===== src/rtl/timer_arbiter.sv =====
// Shared countdown timer with round-robin ownership among four requesters.
// The owner loads its value, counts down while enabled, and gets a one-cycle done pulse.
module timer_arbiter #(
    parameter int WIDTH = 4,
    parameter int NREQ  = 4
) (
    input  logic                  clk,
    input  logic                  reset,
    input  logic [NREQ-1:0]       req,
    input  logic [NREQ*WIDTH-1:0] load_val,
    input  logic                  enable,
    output logic [NREQ-1:0]       grant,
    output logic                  busy,
    output logic [WIDTH-1:0]      count,
    output logic [NREQ-1:0]       done
);

    localparam int IDXW = $clog2(NREQ);

    localparam logic [1:0] IDLE = 2'd0;
    localparam logic [1:0] RUN  = 2'd1;
    localparam logic [1:0] DONE = 2'd2;

    localparam logic [IDXW-1:0]  LAST_INIT = IDXW'(NREQ - 1);
    localparam logic [NREQ-1:0]  ONE_HOT0  = {{(NREQ-1){1'b0}}, 1'b1};
    localparam logic [WIDTH-1:0] CNT_ONE   = {{(WIDTH-1){1'b0}}, 1'b1};

    logic [1:0]      state;
    logic [IDXW-1:0] owner;
    logic [IDXW-1:0] last_owner;

    logic            win_found;
    logic [IDXW-1:0] win_idx;
    logic [IDXW-1:0] cand;
    logic [WIDTH-1:0] win_load;

    // Search starts one past the last owner so every requester gets a turn.
    always_comb begin
        win_found = 1'b0;
        win_idx   = last_owner;
        cand      = last_owner;
        for (int k = 1; k <= NREQ; k++) begin
            cand = last_owner + IDXW'(k);
            if (!win_found && req[cand]) begin
                win_found = 1'b1;
                win_idx   = cand;
            end
        end
    end

    assign win_load = load_val[win_idx*WIDTH +: WIDTH];

    always_ff @(posedge clk or negedge reset) begin
        if (!reset) begin
            state      <= IDLE;
            owner      <= '0;
            last_owner <= LAST_INIT;
            grant      <= '0;
            done       <= '0;
            busy       <= 1'b0;
            count      <= '1;
        end else begin
            case (state)
                IDLE: begin
                    if (win_found) begin
                        state <= RUN;
                        owner <= win_idx;
                        grant <= ONE_HOT0 << win_idx;
                        count <= win_load;
                        busy  <= 1'b1;
                    end else begin
                        grant <= '0;
                        busy  <= 1'b0;
                    end
                end
                RUN: begin
                    // Owner withdrawing wins over a same-edge expiry.
                    if (!req[owner]) begin
                        state      <= IDLE;
                        grant      <= '0;
                        busy       <= 1'b0;
                        count      <= '1;
                        last_owner <= owner;
                    end else if (enable) begin
                        if (count == '0) begin
                            state <= DONE;
                            done  <= grant;
                        end else begin
                            count <= count - CNT_ONE;
                        end
                    end
                end
                DONE: begin
                    state      <= IDLE;
                    done       <= '0;
                    grant      <= '0;
                    busy       <= 1'b0;
                    last_owner <= owner;
                end
                default: begin
                    state <= IDLE;
                    grant <= '0;
                    done  <= '0;
                    busy  <= 1'b0;
                    count <= '1;
                end
            endcase
        end
    end

endmodule


===== config.mk =====
export PLATFORM = sky130hd
export DESIGN_NAME = timer_arbiter
export DESIGN_NICKNAME = d
export VERILOG_FILES = /design/src/rtl/timer_arbiter.sv
export SDC_FILE = /design/constraint.sdc
export NUM_CORES = 1
export LEC_CHECK = 0
export ABC_AREA = 1
export CAP_MARGIN = 20
export CORE_MARGIN = 4
export CORE_UTILIZATION = 35
export DETAILED_ROUTE_END_ITERATION = 7
export GPL_ROUTABILITY_DRIVEN = 0
export PLACE_DENSITY = 0.65
export SLEW_MARGIN = 20
export SYNTH_ARGS = -nofsm -noshare
export SYNTH_HDL_FRONTEND = slang
export SYNTH_SLANG_ARGS = --single-unit

===== constraint.sdc =====
create_clock -name clk -period 4.54 [get_ports clk]
set_input_delay 0.681 -clock clk [delete_from_list [all_inputs] [get_ports clk]]
set_output_delay 0.681 -clock clk [all_outputs]
set_load 0.02 [all_outputs]

; ---- Word-level counts from Yosys, hierarchy flattened
; Index checks and enable logic that the tools add are counted.
[totals]
regBits = 19
inputBits = 23
output_inout_bits = 13
word_cells = 84
[classes]
add_sub_neg = 4
magnitude_cmp = 5
eq_ne = 10
shifts = 2
muxes = 40
bitwise_logic = 2
n_reduce_logical = 14
[op_table]
columns = cell, count
row1 = 4-bit two-way mux, 9
row2 = 2-bit two-way mux, 9
row3 = 4-bit case mux with 2 select lines, 2
row4 = 16-bit by 5-bit variable part select with 4-bit output, 1
row5 = 2-bit by 3-bit < comparator with 1-bit output (second input constant), 5
row6 = 4-bit case mux with 3 select lines, 1
row7 = 1-bit two-way mux, 11
row8 = 1-bit binary-select mux with 2-bit select, 5
row9 = 2-bit != test (second input constant), 5
row10 = 3-bit != test (second input constant), 3
row11 = 2-bit case mux with 2 select lines, 2
row12 = 4-bit AND reduction, 2
row13 = 2-bit adder (second input constant), 2
row14 = 4-bit logical NOT, 1
row15 = 2-bit AND reduction, 2
row16 = 1-bit by 2-bit left shift with 4-bit output (first input constant), 1
row17 = 4-bit by 1-bit subtractor with 4-bit output (second input constant), 1
row18 = 1-bit logical AND, 3
row19 = 1-bit logical NOT, 3
row20 = 3-bit AND reduction, 1
row21 = 2-bit by 1-bit adder with 2-bit output (second input constant), 1
row22 = 2-bit by 1-bit == test with 1-bit output (second input constant), 1
row23 = 2-bit == test (second input constant), 1
row24 = 2-bit logical NOT, 1
row25 = 3 further kinds, 4

; ---- Longest topological paths before layout
[logic_depth]
ltp_word = 16
mapped_depth = 15

; ---- Least setup slack after synthesis
; No wires, ideal clock.
[synth_path]
kind = register -> register
start = register count[0]
end = register done[0]
setup_time_ns = 0.101
arrival_time_ns = 1.485
required_ns = 4.439
slack_ns = 2.955
path_stages_with_launch = 8
path_cell_list = dfstp_2 inv_1 ha_1 nand2_1 nor2_1 a31oi_1 a21oi_1 o32ai_1
[synth_between]
elab_chain_cells = 3
[synth_lines]
columns = element, line
row1 = "start, declared", 14  ; output logic [WIDTH-1:0] count,
row2 = "start signal, assigned", 69  ; count <= win_load;
row3 = "start signal, assigned", 89  ; count <= count - CNT_ONE;
row4 = 4-bit logical NOT, 85  ; if (count == '0) begin
row5 = 2-bit != test (no source line), -
row6 = 4-bit AND reduction (no source line), -
row7 = "end signal, assigned", 87  ; done <= grant;
row8 = "end, declared", 15  ; output logic [NREQ-1:0] done
; Every way passes these cells.
; A chain may end at the register's enable or synchronous reset.

; ---- Worst setup path in the final report
[layout_path]
start = input port req[3]
end = register count[2]
[layout_between]
elab_chain_cells = 15
elab_cells_between_ends = 32
cone_classes = eq/ne: 3 / shift: 1 / mux: 21 / reduce/logical: 7
[layout_lines]
columns = element, line
row1 = "start, declared", 9  ; input logic [NREQ-1:0] req,
row2 = 1-bit binary-select mux with 2-bit select, 44  ; if (!win_found && req[cand]) begin
row3 = 1-bit two-way mux (implied by the code), 44
row4 = 1-bit two-way mux, 44
row5 = 1-bit logical NOT, 44
row6 = 1-bit logical AND, 44
row7 = 1-bit two-way mux, 44
row8 = 1-bit logical NOT, 44
row9 = 1-bit logical AND, 44
row10 = 1-bit two-way mux, 44
row11 = 1-bit logical NOT, 44
row12 = 1-bit logical AND, 44
row13 = 2-bit two-way mux, 44
row14 = 16-bit by 5-bit variable part select with 4-bit output, 51  ; assign win_load = load_val[win_idx*WIDTH +: WIDTH];
row15 = 4-bit two-way mux, 65  ; if (win_found) begin
row16 = 4-bit case mux with 3 select lines, 63  ; case (state)
; Parallel ways exist; a longest one is shown, timed or not. The select of a mux whose other input is x is not followed.

==> results.md <==
- Status: finished clean
- Slew HR: 43.7%
- I/O Buffers: 35
- Synth Area in Compound Gates: 14.5%
- Effective utilization at floorplan: between 30% and 40%
- Final core occ: between 50% and 60%
- RSZ-0062 raised after global routing: no
- Largest net degree at the start of global routing: 20
- Critical Path Most Common Cell: nand2_1
- CTS tree: yes
- Wire per inst: 11.8 um
- Mux share of post-synthesis cell area: 0%
- Final period utilization: 47.2%
- Yosys reg bits: 19
- Ports: 36
- Worst Skew: 0.00256 ns
- DRT antenna net count: 0
- Largest family of logic cells by synthesized area: simple AND/OR/NAND/NOR gates
- Max-slew violations: 0
- Slowest-stage cell, CP: clkdlybuf4s50_1
- Root buf cell: clkbuf_8
- Vias: about 1.3k
- Fillers: 366
- Worst slew pin tran: 0.842 ns
- First-pass GRT wire length: 5430 um
- Total Wirelength: between 3000 and 4000 um
- Gate count of the mapped netlist: 190
- Number of DRC markers in iteration 0: 72
- TritonRoute pass-1 iters: 4
- Largest cells by area after synthesis: dfrtp_1 25%, nand2_1 19%, dfstp_2 12%, nand3_1 6.5%, inv_1 6.3%
- Synth area leader: dfrtp_1
- Yosys cell types: 28
- Pwr/cell area: 703 nW/um2
- Clk Latency, worst-skew pair: around 0.26 ns
- GRT Total Usage: 13.7%
- Post-route non-filler standard cell count: approximately 270
- Crit path buf inv count: 2
- Setup crit start kind: input port
- Synth Area in Simple Gates: 37.0%
- Asr flop ratio synth: 100%
- CP Capture Type: register
- Hold Vio Cnt, Final: 0
- Critical path, cell by cell: clkdlybuf4s50_1, nand2_1, o211ai_1, nand2_1, inv_2, nor2_1, o21ai_1, nand3_1, a21oi_1
- Chip Width: 69.2 um
- Layout cells sized above 1: approximately an eighth
- Register area share after synthesis: between 30% and 40%
- Placed Cells incl. Taps: 269
- Initial antenna violation count: 0
- Max_cap viols: 0
- CTS Buf Count: 3
- LEAKAGE: 0.824 nW
- Critical path's top delay family: buffers and inverters
- CTS HTree Levels: 1
- Area occupied by multi-input gates: 696 um2
- Crit path kind: input port to register
- Via density: 4.92
- Hold Crit Class: register to register
- Post-Syn Nets: 214
- CP arrival: 2.33 ns
- CTS resizes: 0
- R2R setup slack: 2.63 ns
- Most instantiated library cell after synthesis: nand2_1
- Main synth FF type: dfrtp_1
- Mean Syn Cell Area: slightly below 7 um2
- FF/Latch Area: between 400 and 500 um2
- Worst-path clk slew: 0.07 ns
- Most instantiated cells after synthesis: 66 x nand2_1, 22 x inv_1, 17 x nand3_1, 14 x nor2_1, 13 x dfrtp_1
- Final Critical Period: between 2 and 2.5 ns
- Die Ht: 69.2 um
- Hold Buf Count CTS: 0
- Final Setup Violations: 0
- Overflow left after global routing: 0
- Yosys top cell area share: between 20% and 30%
- # nets final: 252
- CTS Sinks: 19
- Adder-Cell Fraction of Synth Area: 0.956%
- Synth warnings: 0
- Post-synthesis cell area: 1310 um2
- Antenna Cells: 0
- Maximum vdd ir drop: roughly 0.2 mV
- Post-synth EDFFs: 0
- Maximum clock frequency: 467 MHz
- Crit path max fanout: 11
- DRC viols: 0
- CP max stage delay: about 0.56 ns
- Core Area: between 3000 and 4000 um2
- P&R area growth vs syn: 33.3%
- Number of core rows: 21
- Dpl hpwl: 2560 um
- CTS max path bufs: 2
- Die ar.: 4780 um2
- Post-route setup TNS: 0 ns
- Post-Synth XOR/XNOR Area: 0.669%
- CP Data Required Time: 4.73 ns
- Number of global-route vias before repair: 1,237
- Post-CTS setup buffers: 0
-- final timing paths --
path,from,endpoint,cells past startpoint
setup reg to reg,last_owner[0],count[2],10
hold / removal,busy,busy,2
min in group asynchronous,reset,done[1],1
hold reg to reg,busy,busy,2
setup / recovery,req[3],count[2],9
max in group asynchronous,reset,state[1],1
-- state kept, by name, indices dropped and copies added (netlist names) --
name        flops
count           4
done            4
grant           4
last_owner      2
owner           2
state           2
busy            1
-- layer usage --
layer | wire (um) | GRT usage, %
met1 | 1530 | 18.4
met4 | 24 | 3.25
met3 | 216 | 3.78
met5 | 0 | 0
met2 | 1460 | 21.7
-- power breakdown --
part           leakage (nW)  total, mW  internal (mW)  switching (mW)
Combinational         0.573      0.766          0.295           0.471
Sequential            0.226      0.343          0.268          0.0755
Clock                0.0255      0.117         0.0610          0.0564
-- stage by stage --
stage          setup WS [ns]  area, um2  total power, mW  hold WS (ns)
6_report                2.40       1740             1.23         0.486
5_1_grt                 2.13       1740             1.35         0.518
4_1_cts                 2.36       1740             1.24         0.489
3_5_place_dp            2.09       1700             1.12         0.472
3_3_place_gp            2.16       1700             1.11         0.494
2_1_floorplan           2.95       1310            0.886         0.385
-- worst register-to-register path, cell delays in order, from the launching register on --
cell and delay, ns:
dfstp_2 0.69, inv_8 0.08, nand2_2 0.08, o21ai_2 0.05
nand2_1 0.06, nand2_1 0.23, inv_2 0.24, nor2_1 0.06
o21ai_1 0.11, nand3_1 0.08, a21oi_1 0.15
-- layout make-up --
| type | instances | area share (%) |
|---|---|---|
| clock buffer | 3 | 2.37 |
| inverter | 27 | 6.38 |
| sequential | 19 | 27.7 |
| multi-input combinational | 142 | 39.9 |
| timing repair buffer | 35 | 20.1 |
| clock inverter | 1 | 0.287 |
| tap | 46 | 3.30 |
-- cell usage in the layout, fill, tap and decap left out, drive strengths merged, types with 2 or more instances in the layout --
master / Yosys / routed
a21oi: 11 / 11
clkbuf: 0 / 3
clkdlybuf4s50: 0 / 35
dfrtp: 13 / 13
dfstp: 6 / 6
inv: 27 / 27
nand2: 72 / 72
nand3: 19 / 19
nor2: 15 / 15
o211ai: 2 / 2
o21ai: 11 / 11
o22ai: 4 / 4
o32ai: 3 / 3
-- logic make-up after synthesis --
logic type,Yosys count
buffers and inverters,29
flip-flops,19
adder cells (fa/ha/maj),1
AND/OR/NAND/NOR,108
AO/OA/AOI/OAI,32
XOR/XNOR,1
Note: power is estimated with default switching activity, not from simulation.
